## src/rtl/store_buffer_if.sv

```systemverilog
`default_nettype none
// ============================================================================
//  Module      : store_buffer_if
//  Description : Pipeline-side store/load/fence signals and the memory write
//                port of the store buffer, bundled with master (pipeline)
//                and slave (buffer) views.
//                STORE_BUF_FWD_EN adds the load-forwarding signals.
//  Revision    : 1.0 - initial release
// ============================================================================
interface store_buffer_if #(
   parameter int WIDTH = 32
);
   logic             store_valid_i;
   logic             store_ready_o;
   logic [WIDTH-1:0] store_a_i;
   logic [WIDTH-1:0] store_wd_i;
   logic [1:0]       store_memtype_i;
   logic             load_valid_i;
   logic [WIDTH-1:0] load_a_i;
   logic [1:0]       load_memtype_i;
   logic             load_memsign_i;
   logic             load_stall_o;
   logic             fence_i;
   logic             busy_o;
   logic             mem_write_en_o;
   logic [WIDTH-1:0] mem_a_o;
   logic [WIDTH-1:0] mem_wd_o;
   logic [1:0]       mem_memtype_o;
   logic             mem_memsign_o;
`ifdef STORE_BUF_FWD_EN
   logic             load_fwd_valid_o;
   logic [WIDTH-1:0] load_fwd_data_o;
`endif

   // Buffer view
   modport slave (
      input  store_valid_i, store_a_i, store_wd_i, store_memtype_i,
      input  load_valid_i, load_a_i, load_memtype_i, load_memsign_i,
      input  fence_i,
      output store_ready_o, load_stall_o, busy_o,
      output mem_write_en_o, mem_a_o, mem_wd_o, mem_memtype_o, mem_memsign_o
`ifdef STORE_BUF_FWD_EN
      ,
      output load_fwd_valid_o, load_fwd_data_o
`endif
   );

   // Pipeline / memory view
   modport master (
      output store_valid_i, store_a_i, store_wd_i, store_memtype_i,
      output load_valid_i, load_a_i, load_memtype_i, load_memsign_i,
      output fence_i,
      input  store_ready_o, load_stall_o, busy_o,
      input  mem_write_en_o, mem_a_o, mem_wd_o, mem_memtype_o, mem_memsign_o
`ifdef STORE_BUF_FWD_EN
      ,
      input  load_fwd_valid_o, load_fwd_data_o
`endif
   );
endinterface
`default_nettype wire

```

## src/rtl/store_buffer.sv

```systemverilog
`default_nettype none
// ============================================================================
//  Module      : store_buffer
//  Description : Posted-write FIFO between the memory pipeline stage and the
//                data memory. Stores drain one per cycle whenever no load owns
//                the memory port; loads stall on a word-address hazard with a
//                pending store or while a fence drains the queue.
//                Optional macro STORE_BUF_FWD_EN: forward whole-word store
//                data to a matching whole-word load instead of stalling.
//  Revision    : 1.0 - initial release
// ============================================================================
module store_buffer #(
   parameter int WIDTH = 32,
   parameter int DEPTH = 4
) (
   input  wire logic     clk_i,
   input  wire logic     rst_n_i,
   store_buffer_if.slave bus
);
   localparam int               PTR_W      = $clog2(DEPTH);
   localparam int               CNT_W      = PTR_W + 1;
   localparam logic [CNT_W-1:0] FULL_COUNT = CNT_W'(DEPTH);
   localparam logic [CNT_W-1:0] CNT_ONE    = CNT_W'(1);
   localparam logic [PTR_W-1:0] PTR_ONE    = PTR_W'(1);
   localparam logic [0:0]       ST_RUN     = 1'b0;
   localparam logic [0:0]       ST_FENCE   = 1'b1;

   logic [WIDTH-1:0] ent_a_q  [DEPTH];
   logic [WIDTH-1:0] ent_wd_q [DEPTH];
   logic [1:0]       ent_mt_q [DEPTH];

   logic [PTR_W-1:0] head_q, head_d;
   logic [PTR_W-1:0] tail_q, tail_d;
   logic [CNT_W-1:0] count_q, count_d;
   logic [0:0]       state_q, state_d;

   logic             in_fence;
   logic             store_ready;
   logic             busy;
   logic             enq;
   logic             hit;
   logic             fwd_ok;
   logic             load_stall;
   logic             load_take;
   logic             drain;
   logic [PTR_W-1:0] idx;
`ifdef STORE_BUF_FWD_EN
   logic [PTR_W-1:0] young;
`endif

   logic             mem_we;
   logic [WIDTH-1:0] mem_a;
   logic [WIDTH-1:0] mem_wd;
   logic [1:0]       mem_mt;
   logic             mem_sg;

   // Entry storage: written at the tail on enqueue; contents need no reset
   always_ff @(posedge clk_i) begin
      if (enq) begin
         ent_a_q[tail_q]  <= bus.store_a_i;
         ent_wd_q[tail_q] <= bus.store_wd_i;
         ent_mt_q[tail_q] <= bus.store_memtype_i;
      end
   end

   // Word-address hazard scan over pending entries, oldest to youngest
   always_comb begin
      hit = 1'b0;
      idx = '0;
`ifdef STORE_BUF_FWD_EN
      young = '0;
`endif
      for (int k = 0; k < DEPTH; k++) begin
         idx = head_q + PTR_W'(k);
         if ((CNT_W'(k) < count_q) &&
             (ent_a_q[idx][WIDTH-1:2] == bus.load_a_i[WIDTH-1:2])) begin
            hit = 1'b1;
`ifdef STORE_BUF_FWD_EN
            young = idx;
`endif
         end
      end
   end

   // Forward decision, stall and port arbitration between load and drain
   always_comb begin
`ifdef STORE_BUF_FWD_EN
      // The youngest match holds the newest data for that word
      fwd_ok = hit && (ent_a_q[young] == bus.load_a_i) &&
               (ent_mt_q[young] == 2'b00) && (bus.load_memtype_i == 2'b00);
`else
      fwd_ok = 1'b0;
`endif
      load_stall = bus.load_valid_i && (in_fence || (hit && !fwd_ok));
      load_take  = bus.load_valid_i && !load_stall;
      drain      = !load_take && (count_q != '0);
      enq        = bus.store_valid_i && store_ready;
   end

   // Memory port mux
   always_comb begin
      mem_we = 1'b0;
      mem_a  = '0;
      mem_wd = '0;
      mem_mt = 2'b00;
      mem_sg = 1'b0;
      if (load_take) begin
         mem_a  = bus.load_a_i;
         mem_mt = bus.load_memtype_i;
         mem_sg = bus.load_memsign_i;
      end else if (drain) begin
         mem_we = 1'b1;
         mem_a  = ent_a_q[head_q];
         mem_wd = ent_wd_q[head_q];
         mem_mt = ent_mt_q[head_q];
      end
   end

   // Pointer and occupancy next state; enqueue plus drain leaves count as is
   always_comb begin
      head_d  = head_q;
      tail_d  = tail_q;
      count_d = count_q;
      if (enq)   tail_d = tail_q + PTR_ONE;
      if (drain) head_d = head_q + PTR_ONE;
      case ({enq, drain})
         2'b10:   count_d = count_q + CNT_ONE;
         2'b01:   count_d = count_q - CNT_ONE;
         default: count_d = count_q;
      endcase
   end

   // Pointer and occupancy registers; reset discards everything pending
   always_ff @(posedge clk_i or negedge rst_n_i) begin
      if (!rst_n_i) begin
         head_q  <= '0;
         tail_q  <= '0;
         count_q <= '0;
      end else begin
         head_q  <= head_d;
         tail_q  <= tail_d;
         count_q <= count_d;
      end
   end

   // FSM state register
   always_ff @(posedge clk_i or negedge rst_n_i) begin
      if (!rst_n_i) state_q <= ST_RUN;
      else          state_q <= state_d;
   end

   // FSM next state: fence always enters FENCE, leaves once the queue is empty
   always_comb begin
      state_d = state_q;
      case (state_q)
         ST_RUN:   if (bus.fence_i)      state_d = ST_FENCE;
         ST_FENCE: if (count_q == '0)    state_d = ST_RUN;
         default:                        state_d = ST_RUN;
      endcase
   end

   // FSM outputs: store acceptance never looks at the same-cycle drain
   always_comb begin
      in_fence    = (state_q == ST_FENCE);
      store_ready = (count_q != FULL_COUNT) && !in_fence;
      busy        = (count_q != '0) || in_fence;
   end

   assign bus.store_ready_o  = store_ready;
   assign bus.load_stall_o   = load_stall;
   assign bus.busy_o         = busy;
   assign bus.mem_write_en_o = mem_we;
   assign bus.mem_a_o        = mem_a;
   assign bus.mem_wd_o       = mem_wd;
   assign bus.mem_memtype_o  = mem_mt;
   assign bus.mem_memsign_o  = mem_sg;
`ifdef STORE_BUF_FWD_EN
   assign bus.load_fwd_valid_o = bus.load_valid_i && !in_fence && fwd_ok;
   assign bus.load_fwd_data_o  = (bus.load_valid_i && !in_fence && fwd_ok) ?
                                 ent_wd_q[young] : '0;
`endif
endmodule
`default_nettype wire

```

## src/flat_wrapper.sv

```systemverilog
// flat-port wrapper written by rule: the top's interface ports become plain ports
module store_buffer_flat 
#(
   parameter int WIDTH = 32,
   parameter int DEPTH = 4
)
  (clk_i, rst_n_i, bus_store_valid_i, bus_store_a_i, bus_store_wd_i, bus_store_memtype_i, bus_load_valid_i, bus_load_a_i, bus_load_memtype_i, bus_load_memsign_i, bus_fence_i, bus_store_ready_o, bus_load_stall_o, bus_busy_o, bus_mem_write_en_o, bus_mem_a_o, bus_mem_wd_o, bus_mem_memtype_o, bus_mem_memsign_o);
  store_buffer_if #(.WIDTH(WIDTH)) bus_i ();
  input  wire logic clk_i;
  input  wire logic rst_n_i;
  input wire logic [$bits(bus_i.store_valid_i)-1:0] bus_store_valid_i;
  input wire logic [$bits(bus_i.store_a_i)-1:0] bus_store_a_i;
  input wire logic [$bits(bus_i.store_wd_i)-1:0] bus_store_wd_i;
  input wire logic [$bits(bus_i.store_memtype_i)-1:0] bus_store_memtype_i;
  input wire logic [$bits(bus_i.load_valid_i)-1:0] bus_load_valid_i;
  input wire logic [$bits(bus_i.load_a_i)-1:0] bus_load_a_i;
  input wire logic [$bits(bus_i.load_memtype_i)-1:0] bus_load_memtype_i;
  input wire logic [$bits(bus_i.load_memsign_i)-1:0] bus_load_memsign_i;
  input wire logic [$bits(bus_i.fence_i)-1:0] bus_fence_i;
  output wire logic [$bits(bus_i.store_ready_o)-1:0] bus_store_ready_o;
  output wire logic [$bits(bus_i.load_stall_o)-1:0] bus_load_stall_o;
  output wire logic [$bits(bus_i.busy_o)-1:0] bus_busy_o;
  output wire logic [$bits(bus_i.mem_write_en_o)-1:0] bus_mem_write_en_o;
  output wire logic [$bits(bus_i.mem_a_o)-1:0] bus_mem_a_o;
  output wire logic [$bits(bus_i.mem_wd_o)-1:0] bus_mem_wd_o;
  output wire logic [$bits(bus_i.mem_memtype_o)-1:0] bus_mem_memtype_o;
  output wire logic [$bits(bus_i.mem_memsign_o)-1:0] bus_mem_memsign_o;
  assign bus_i.store_valid_i = bus_store_valid_i;
  assign bus_i.store_a_i = bus_store_a_i;
  assign bus_i.store_wd_i = bus_store_wd_i;
  assign bus_i.store_memtype_i = bus_store_memtype_i;
  assign bus_i.load_valid_i = bus_load_valid_i;
  assign bus_i.load_a_i = bus_load_a_i;
  assign bus_i.load_memtype_i = bus_load_memtype_i;
  assign bus_i.load_memsign_i = bus_load_memsign_i;
  assign bus_i.fence_i = bus_fence_i;
  assign bus_store_ready_o = bus_i.store_ready_o;
  assign bus_load_stall_o = bus_i.load_stall_o;
  assign bus_busy_o = bus_i.busy_o;
  assign bus_mem_write_en_o = bus_i.mem_write_en_o;
  assign bus_mem_a_o = bus_i.mem_a_o;
  assign bus_mem_wd_o = bus_i.mem_wd_o;
  assign bus_mem_memtype_o = bus_i.mem_memtype_o;
  assign bus_mem_memsign_o = bus_i.mem_memsign_o;
  store_buffer #(.WIDTH(WIDTH), .DEPTH(DEPTH)) u_core (.clk_i(clk_i), .rst_n_i(rst_n_i), .bus(bus_i));
endmodule
```

## config.mk

```make
export PLATFORM = sky130hd
export DESIGN_NAME = store_buffer_flat
export DESIGN_NICKNAME = d
export VERILOG_FILES = /design/src/rtl/store_buffer_if.sv /design/src/rtl/store_buffer.sv /design/src/flat_wrapper.sv
export SDC_FILE = /design/constraint.sdc
export NUM_CORES = 1
export LEC_CHECK = 0
export ABC_AREA = 1
export BUFFER_PORTS_ARGS = -buffer_cell sky130_fd_sc_hd__buf_2
export CAP_MARGIN = 20
export CELL_PAD_IN_SITES_DETAIL_PLACEMENT = 1
export CELL_PAD_IN_SITES_GLOBAL_PLACEMENT = 1
export CORE_MARGIN = 3
export CORE_UTILIZATION = 45
export CTS_CLUSTER_DIAMETER = 80
export CTS_CLUSTER_SIZE = 28
export DETAILED_ROUTE_END_ITERATION = 16
export PLACE_DENSITY = 0.89
export SYNTH_ARGS = -nofsm -noshare
export SYNTH_HDL_FRONTEND = slang
export SYNTH_SLANG_ARGS = --single-unit
```

## constraint.sdc

```tcl
create_clock -name clk_i -period 10 [get_ports clk_i]
set_clock_uncertainty 0.2 [all_clocks]
set_input_delay 2 -clock clk_i [delete_from_list [all_inputs] [get_ports clk_i]]
set_output_delay 2 -clock clk_i [all_outputs]
set_load 0.02 [all_outputs]
```

==> out/summary.txt, run 1 <==
FLOORPLANNING
------------------------------------------------------------------------------------
Effective utilization at floorplan                                             46.0%
Row count                                                                         66
Die area                                                                 35,800 um^2
Standard cell core area                                                  32,900 um^2
Io pins                                                                          177
Chip width                                                                    189 um
Height of the die                                                             189 um

CTS
------------------------------------------------------------------------------------
TritonCTS clock tree                                                            done
H-tree level count                                                                 1
Number of gates resized after cts                                                  0
Number of clock buffers inserted by TritonCTS                                     18
CTS root buffer                                                         sky130_fd_sc_hd__clkbuf_16
CTS Sinks                                                                        272
Hold buffer count at cts                                                           0
Clock latency of the later-clocked register in the worst-skew pair           0.56 ns
Post-CTS Setup Bufs                                                                0
Max Buffers Root-to-Sink                                                           3
Clock-pin transition on the worst setup and hold timing paths                0.11 ns

PLACED DESIGN
------------------------------------------------------------------------------------
Port bufs                                                                        176
HPWL Detailed                                                              37,100 um
Cell count after placement                                                     2,393
Setup WS pre-CTS                                                             2.38 ns
Global placer's final weighted congestion                                      0.912

SYNTH
------------------------------------------------------------------------------------
EDFF count, synth                                                                264
Cell type with the highest aggregate area in the netlist                sky130_fd_sc_hd__edfxtp_1
Share of flip-flops with an asynchronous set or reset after synthesis          2.94%
Top area cells in the synthesized netlist                               sky130_fd_sc_hd__edfxtp_1 (52%), sky130_fd_sc_hd__nand2_1 (21%), sky130_fd_sc_hd__nand3_1 (9.0%)
Net count after synthesis                                                      1,957
Syn. warnings                                                                      0
Flip-flop and latch count after synthesis                                        272
Distinct cells, synth                                                             28
Portion of the post-synthesis area used by sequential elements                 53.7%
Yosys top cell area share                                                      52.4%
Post-Synthesis Cell Area                                                 15,100 um^2
Mean instance size in the synthesized netlist                              8.21 um^2
Prevailing post-synth register cell                                     sky130_fd_sc_hd__edfxtp_1
Mapped Cells                                                                   1,842

SETUP PATH
------------------------------------------------------------------------------------
Arrival time worst endpoint                                                  6.07 ns
Startpoint type of the worst setup path                                    flip-flop
Critical Path RT                                                             7.80 ns
Crit Path Category                                                      flip-flop to output port
Chain of cells forming the critical path                                clkinv_2 -> buf_4 -> nand2_1 -> nand2_2 -> buf_4 -> nand2_1 -> nand2_1 -> nand2_1 -> nand2_1 -> nand3_1 -> nor2_1 -> nand2_1 -> nor2_1 -> nand2_1 -> nand3_1 -> nor2_2 -> nand2_2 -> nand2_2 -> nor2_1 -> buf_2
CP max-delay cell                                                       sky130_fd_sc_hd__dfrtp_4
Kind of cell adding the most delay to the critical path                 simple AND/OR/NAND/NOR gates
Most common cell on crit path                                           sky130_fd_sc_hd__nand2_1
Stage delay of the slowest cell on the critical path                         0.73 ns
Crit path buf inv count                                                            4
Critical path fanouts, max                                                        72
Crit end category                                                        output port

FINISH
------------------------------------------------------------------------------------
Reg area                                                                   8130 um^2
Total Nets Final                                                               2,086
Combined area of the multi-input logic cells                               6100 um^2
Final core area utilization                                                    51.3%
Non-filler cells, final                                                        2,426
Filler cell count                                                              4,063
Synth-to-layout area growth                                                    11.5%
Layout cell share with drive strength beyond 1                                 11.7%

STA
------------------------------------------------------------------------------------
Pin slew with the least headroom to its limit                               0.990 ns
Worst rel slew slack                                                           33.8%
TNS Setup                                                                       0 ns
Share of the cycle needed by the critical path after routing                   82.7%
Final count of hold timing violations                                              0
Unrepaired setup endpoints after global routing                                false
Final worst slack                                                            1.73 ns
Setup-failing EPs final                                                            0
Shortest clock period the worst path allows after layout                     8.27 ns
Count of final max-slew check failures                                             0
Highest clock frequency the design can meet                                  121 MHz

DRT
------------------------------------------------------------------------------------
Via count of the routed design                                                13,900
Detailed-router iteration count before antenna repair                              7
Starting DRC count in detailed routing                                         1,129
Routed via count divided by cell count                                          5.75
Antenna-violating nets left                                                        0
WL/cell                                                                      21.7 um
Total DRC errors in the routed layout                                              0
Routed wire length                                                         52,600 um

GLOBAL ROUTING
------------------------------------------------------------------------------------
Number of global-route vias before repair                                     14,600
Global-route wire length before repair                                     81,400 um
Aggregate global routing overflow                                                  0
Number of antenna violations at the first check in global routing                 10
Overall routing resource usage                                                 29.0%
Maximum number of pins on one net before global-route repair                      87

STATUS
------------------------------------------------------------------------------------
Run status                                                              finished clean

PWR
------------------------------------------------------------------------------------
Worst IR Drop VDD                                                         0.000236 V
Cell Pwr Density                                                         325 nW/um^2
Total power                                                                  5.48 mW
LEAKAGE                                                                      7.68 nW

MIN PATH
------------------------------------------------------------------------------------
HP Class                                                                flip-flop to flip-flop

JOB
------------------------------------------------------------------------------------
Count of maximum capacitance violations                                            0

layout make-up:
type | count | share of cell area, %
multi-input cells | 1354 | 36.1
diodes | 1 | 0.0148
inverters | 135 | 3.03
repair buffers | 190 | 5.85
clock inverters | 10 | 0.712
well taps | 442 | 3.28
flip-flops and latches | 272 | 48.2
clock buffers | 22 | 2.76
worst paths after layout:
| path | start | endpoint | slack [ns] | depth (start not counted) |
|---|---|---|---|---|
| setup / recovery | u_core.head_q[0]$_DFFE_PN0P_ | bus_mem_wd_o[28] | 1.73 | 20 |
| setup reg to reg | u_core.head_q[0]$_DFFE_PN0P_ | u_core.count_q[2]$_DFFE_PN0P_ | 3.88 | 24 |
| hold reg to reg | u_core.count_q[0]$_DFFE_PN0P_ | u_core.count_q[0]$_DFFE_PN0P_ | 0.42 | 1 |
| min in group asynchronous | rst_n_i | u_core.count_q[0]$_DFFE_PN0P_ | 1.09 | 1 |
| max in group asynchronous | rst_n_i | u_core.head_q[0]$_DFFE_PN0P_ | 8.28 | 1 |
| hold / removal | u_core.count_q[0]$_DFFE_PN0P_ | u_core.count_q[0]$_DFFE_PN0P_ | 0.42 | 1 |
synth_stat cells (4+ instances only):
cell and number:
sky130_fd_sc_hd__dfrtp_1 8, sky130_fd_sc_hd__inv_1 127, sky130_fd_sc_hd__a221oi_1 32, sky130_fd_sc_hd__a22o_1 32
sky130_fd_sc_hd__nor2_1 85, sky130_fd_sc_hd__o21ai_0 20, sky130_fd_sc_hd__nand3b_1 21, sky130_fd_sc_hd__clkinv_1 4
sky130_fd_sc_hd__nand2_1 834, sky130_fd_sc_hd__a21oi_1 6, sky130_fd_sc_hd__buf_6 5, sky130_fd_sc_hd__buf_1 8
sky130_fd_sc_hd__buf_4 11, sky130_fd_sc_hd__clkbuf_1 23, sky130_fd_sc_hd__xor2_1 5, sky130_fd_sc_hd__edfxtp_1 264
sky130_fd_sc_hd__nand3_1 273, sky130_fd_sc_hd__a22oi_1 6, sky130_fd_sc_hd__ha_1 9, sky130_fd_sc_hd__nand4_1 23
sky130_fd_sc_hd__buf_2 34
through the flow:
| step | hold slack [ns] | cell area (um^2) |
|---|---|---|
| floorplan | 0.314 | 15100 |
| global placement | 0.354 | 16300 |
| detailed placement | 0.392 | 16300 |
| CTS | 0.409 | 16900 |
| global route | 0.462 | 16900 |
| finish | 0.421 | 16900 |
sequential cells by signal (all words and copies together) (netlist names):
| name | count |
|---|---|
| u_core.tail_q | 2 |
| u_core.head_q | 2 |
| u_core.ent_a_q | 128 |
| u_core.ent_mt_q | 8 |
| u_core.in_fence | 1 |
| u_core.count_q | 3 |
| u_core.ent_wd_q | 128 |
layout by cell type, fill, tap and decap left out, types with 2 or more instances in the layout:
master                      count
sky130_fd_sc_hd__nand2_2        4
sky130_fd_sc_hd__buf_2        176
sky130_fd_sc_hd__a22oi_1        6
sky130_fd_sc_hd__buf_4         14
sky130_fd_sc_hd__a21oi_1        6
sky130_fd_sc_hd__nand3_1      273
sky130_fd_sc_hd__nor2_4         4
sky130_fd_sc_hd__nor2_1        81
sky130_fd_sc_hd__clkinv_1       5
sky130_fd_sc_hd__nand2_1      833
sky130_fd_sc_hd__nand3b_1      21
sky130_fd_sc_hd__clkbuf_1       4
sky130_fd_sc_hd__o21ai_0       20
sky130_fd_sc_hd__inv_6          2
sky130_fd_sc_hd__xnor2_1        2
sky130_fd_sc_hd__a22o_1        32
sky130_fd_sc_hd__xor2_1         5
sky130_fd_sc_hd__inv_8          2
sky130_fd_sc_hd__nand4_1       23
sky130_fd_sc_hd__inv_1        127
sky130_fd_sc_hd__inv_2          2
sky130_fd_sc_hd__edfxtp_1     264
sky130_fd_sc_hd__clkbuf_16     18
sky130_fd_sc_hd__ha_1           9
sky130_fd_sc_hd__dfrtp_1        6
sky130_fd_sc_hd__a221oi_1      32
sky130_fd_sc_hd__clkinv_8       2
logic make-up after synthesis:
kind of cell | after synthesis | synth area share [%]
flip-flops | 272 | 53.7
AND/OR/NAND/NOR | 1242 | 34.1
XOR/XNOR | 7 | 0.405
adder cells (fa/ha/maj) | 9 | 0.744
buffers and inverters | 216 | 6.18
AO/OA/AOI/OAI | 96 | 4.86
report_power, final:
group          switching (mW)  internal (mW)
sequential             0.0993           1.41
clock                   0.436          0.357
combinational            2.28          0.897
routing by layer:
layer / global-route usage, % / part of all wire, % / vias up
li1: - / - / 6416
met1: 35.8 / 40 / 6854
met2: 50.4 / 49 / 509
met3: 5.72 / 7.0 / 144
met4: 11.2 / 4.3 / 16
met5: 0 / 0.18 / -
(Power assumes the default switching activity.)
==> run 2, diff against run 1 <==
- CORE_UTILIZATION: 45 -> 44
- PLACE_DENSITY: 0.89 -> 0.87
- clock period: 10 -> 7.7 ns (I/O delays scaled with it)
==> run 2 against run 1 <==
Core utilization decreased by 1.1 points. Die area increased by 2.2%. Critical path type unchanged. Clock-buffer cell count shrank 1. Worst setup slack worse by 1.0 ns. Sequential share of layout area down 0.14 points.
==> out/summary.txt, run 2 (same netlist as run 1, synthesis figures left out) <==
STA
---------------------------------------------------------------------------------
Final count of hold timing violations                                           0   unchanged
Pin slew with the least headroom to its limit                             1.04 ns   was 0.990 ns
Share of the cycle needed by the critical path after routing                90.6%
TNS Setup                                                                    0 ns   unchanged
Highest clock frequency the design can meet                               143 MHz
Setup-failing EPs final                                                         0   unchanged
Count of final max-slew check failures                                          0   unchanged
Unrepaired setup endpoints after global routing                             false   unchanged
Worst rel slew slack                                                        30.4%   was 33.8%
Shortest clock period the worst path allows after layout                  6.98 ns

CTS
---------------------------------------------------------------------------------
Number of gates resized after cts                                               0   unchanged
TritonCTS clock tree                                                         done   unchanged
Clock latency of the later-clocked register in the worst-skew pair        0.55 ns   was 0.56 ns
H-tree level count                                                              1   unchanged
Max Buffers Root-to-Sink                                                        3   unchanged
CTS Sinks                                                                     272   unchanged
Post-CTS Setup Bufs                                                             0   unchanged
Hold buffer count at cts                                                        0   unchanged
Number of clock buffers inserted by TritonCTS                                  18   unchanged
CTS root buffer                                                      sky130_fd_sc_hd__clkbuf_16   unchanged
Clock-pin transition on the worst setup and hold timing paths             0.10 ns   was 0.11 ns

SETUP PATH
---------------------------------------------------------------------------------
Critical path fanouts, max                                                     51   was 72
Startpoint type of the worst setup path                                 flip-flop   unchanged
FF-to-FF Start                                                       u_core.head_q[0]$_DFFE_PN0P_   unchanged
Kind of cell adding the most delay to the critical path              simple AND/OR/NAND/NOR gates   unchanged
Critical Path RT                                                          5.96 ns   was 7.80 ns
Worst Reg-to-Reg Cells                                                         23   was 24
Most common cell on crit path                                        sky130_fd_sc_hd__nand2_1   unchanged
Crit path buf inv count                                                         4   unchanged
Chain of cells forming the critical path                             clkinv_2 -> buf_4 -> nand2_1 -> nand2_2 -> buf_4 -> nand2_1 -> nand2_1 -> nand2_1 -> nand2_1 -> nand2_1 -> nor2_1 -> nand2_1 -> nor2_1 -> nand2_1 -> nand3_1 -> nor2_2 -> nand2_2 -> nand2_2 -> nor2_1 -> buf_2   was clkinv_2 -> buf_4 -> nand2_1 -> nand2_2 -> buf_4 -> nand2_1 -> nand2_1 -> nand2_1 -> nand2_1 -> nand3_1 -> nor2_1 -> nand2_1 -> nor2_1 -> nand2_1 -> nand3_1 -> nor2_2 -> nand2_2 -> nand2_2 -> nor2_1 -> buf_2
Arrival time worst endpoint                                               5.24 ns   was 6.07 ns
Crit Path Category                                                   flip-flop to output port   unchanged
CP max-delay cell                                                    sky130_fd_sc_hd__dfrtp_4   unchanged
Crit end category                                                     output port   unchanged
Worst-case register-to-register setup slack                               2.32 ns   was 3.88 ns
Endpoint of the lowest-slack register-to-register path               u_core.count_q[2]$_DFFE_PN0P_   unchanged
Stage delay of the slowest cell on the critical path                      0.69 ns   was 0.73 ns

FLOORPLANNING
---------------------------------------------------------------------------------
Effective utilization at floorplan                                          44.9%   was 46.0%
Height of the die                                                          191 um   was 189 um
Row count                                                                      67   was 66
Standard cell core area                                               33,700 um^2   was 32,900 um^2
Io pins                                                                       177   unchanged
Die area                                                              36,600 um^2   was 35,800 um^2
Chip width                                                                 191 um   was 189 um

PWR
---------------------------------------------------------------------------------
Total power                                                               7.07 mW   was 5.48 mW
LEAKAGE                                                                   7.70 nW   was 7.68 nW
Worst IR Drop VDD                                                      0.000281 V   was 0.000236 V
Cell Pwr Density                                                      418 nW/um^2   was 325 nW/um^2

DRT
---------------------------------------------------------------------------------
Starting DRC count in detailed routing                                      1,013   was 1,129
Via count of the routed design                                             13,700   was 13,900
Total DRC errors in the routed layout                                           0   unchanged
Detailed-router iteration count before antenna repair                           6   was 7
Routed via count divided by cell count                                       5.60   was 5.75
WL/cell                                                                   21.2 um   was 21.7 um
Routed wire length                                                      51,700 um   was 52,600 um
Antenna-violating nets left                                                     0   unchanged

FINISH
---------------------------------------------------------------------------------
Commonest cells after routing, fill and taps aside                   sky130_fd_sc_hd__nand2_1 (833), sky130_fd_sc_hd__nand3_1 (273), sky130_fd_sc_hd__edfxtp_1 (264), sky130_fd_sc_hd__buf_2 (176), sky130_fd_sc_hd__inv_1 (127)   unchanged
Non-filler cells, final                                                     2,436   was 2,426
Filler cell count                                                           4,148   was 4,063
Largest regs                                                         u_core.ent_a_q x128, u_core.ent_wd_q x128, u_core.ent_mt_q x8   unchanged
Final core area utilization                                                 50.2%   was 51.3%
Leading cell type in the layout, fill and taps excluded              sky130_fd_sc_hd__nand2_1   unchanged
Layout cell share with drive strength beyond 1                              11.8%   was 11.7%
Reg area                                                                8130 um^2   unchanged
Total Nets Final                                                            2,088   was 2,086
Combined area of the multi-input logic cells                            6100 um^2   unchanged
Synth-to-layout area growth                                                 11.8%   was 11.5%

PLACED DESIGN
---------------------------------------------------------------------------------
Port bufs                                                                     176   unchanged
HPWL Detailed                                                           37,300 um   was 37,100 um
Global placer's final weighted congestion                                   0.965   was 0.912
Cell count after placement                                                  2,401   was 2,393

GLOBAL ROUTING
---------------------------------------------------------------------------------
Overall routing resource usage                                              27.9%   was 29.0%
Aggregate global routing overflow                                               0   unchanged
Global-route wire length before repair                                  78,500 um   was 81,400 um
Number of antenna violations at the first check in global routing               8   was 10
Number of global-route vias before repair                                  14,000   was 14,600
Maximum number of pins on one net before global-route repair                   97   was 87

MIN PATH
---------------------------------------------------------------------------------
Worst Hold Path Cells                                                           2   was 1
Critical hold path startpoint                                        u_core.count_q[1]$_DFFE_PN0P_   was u_core.count_q[0]$_DFFE_PN0P_
Worst min-delay path endpoint                                        u_core.count_q[1]$_DFFE_PN0P_   was u_core.count_q[0]$_DFFE_PN0P_
HP Class                                                             flip-flop to flip-flop   unchanged

JOB
---------------------------------------------------------------------------------
Count of maximum capacitance violations                                         0   unchanged

STATUS
---------------------------------------------------------------------------------
Run status                                                           finished clean   unchanged

## run 2: cell types whose count changed in the layout (fill, tap and decap cells not counted), sizes merged
cell	previous run	this run
buf	190	192
clkbuf	22	21
clkinv	8	11
clkinvlp	1	0
diode	1	3
inv	136	135
## run 2: worst max-delay path by stage
stage,startpoint,to,slack [ns],cells after the start
after floorplan,bus_store_valid_i,u_core.ent_a_q[0][0]$_DFFE_PP_,2.50,2
final,u_core.head_q[0]$_DFFE_PN0P_,bus_mem_wd_o[21],0.72,20
after global placement,u_core.head_q[0]$_DFFE_PN0P_,bus_mem_wd_o[31],1.63,20
after CTS,u_core.head_q[0]$_DFFE_PN0P_,bus_mem_a_o[0],0.76,20
after detailed placement,u_core.head_q[0]$_DFFE_PN0P_,bus_mem_a_o[0],1.40,20
after global routing,u_core.head_q[0]$_DFFE_PN0P_,bus_mem_a_o[1],0.37,20
## run 2: tightest hold or removal path: cells and delay by family, from the launching register on
family / cells / cell delay [ns]
flip-flops: 1 / 0.43
AO/OA/AOI/OAI: 1 / 0.07
AND/OR/NAND/NOR: 1 / 0.06
## run 2: area by class of cell
| class | instances | share of cell area, % |
|---|---|---|
| multi-input combinational | 1354 | 36.0 |
| clock inverter | 11 | 0.858 |
| antenna | 3 | 0.0444 |
| tap | 448 | 3.31 |
| timing repair buffer | 192 | 5.92 |
| sequential | 272 | 48.1 |
| clock buffer | 21 | 2.73 |
| inverter | 135 | 3.02 |
## run 2: metal layers
layer / vias to the layer above / part of all wire, % / GRT usage (%)
li1: 6425 / - / -
met1: 6617 / 40 / 35.4
met2: 487 / 48 / 47.5
met3: 113 / 6.9 / 4.73
met4: 10 / 4.5 / 11.2
met5: - / 0.13 / 0
## run 2: report_power, final
part / internal (mW) / switching [mW] / total (mW)
Combinational: 1.17 / 2.92 / 4.09
Clock: 0.468 / 0.558 / 1.03
Sequential: 1.83 / 0.137 / 1.96
## run 2: stage by stage
stage	area, um^2	worst slack [ns]	hold slack [ns]
finish	16900	0.723	0.400
floorplan	15100	2.50	0.314
global placement	16300	1.63	0.345
CTS	16900	0.761	0.408
global route	16900	0.367	0.468
detailed placement	16300	1.40	0.384
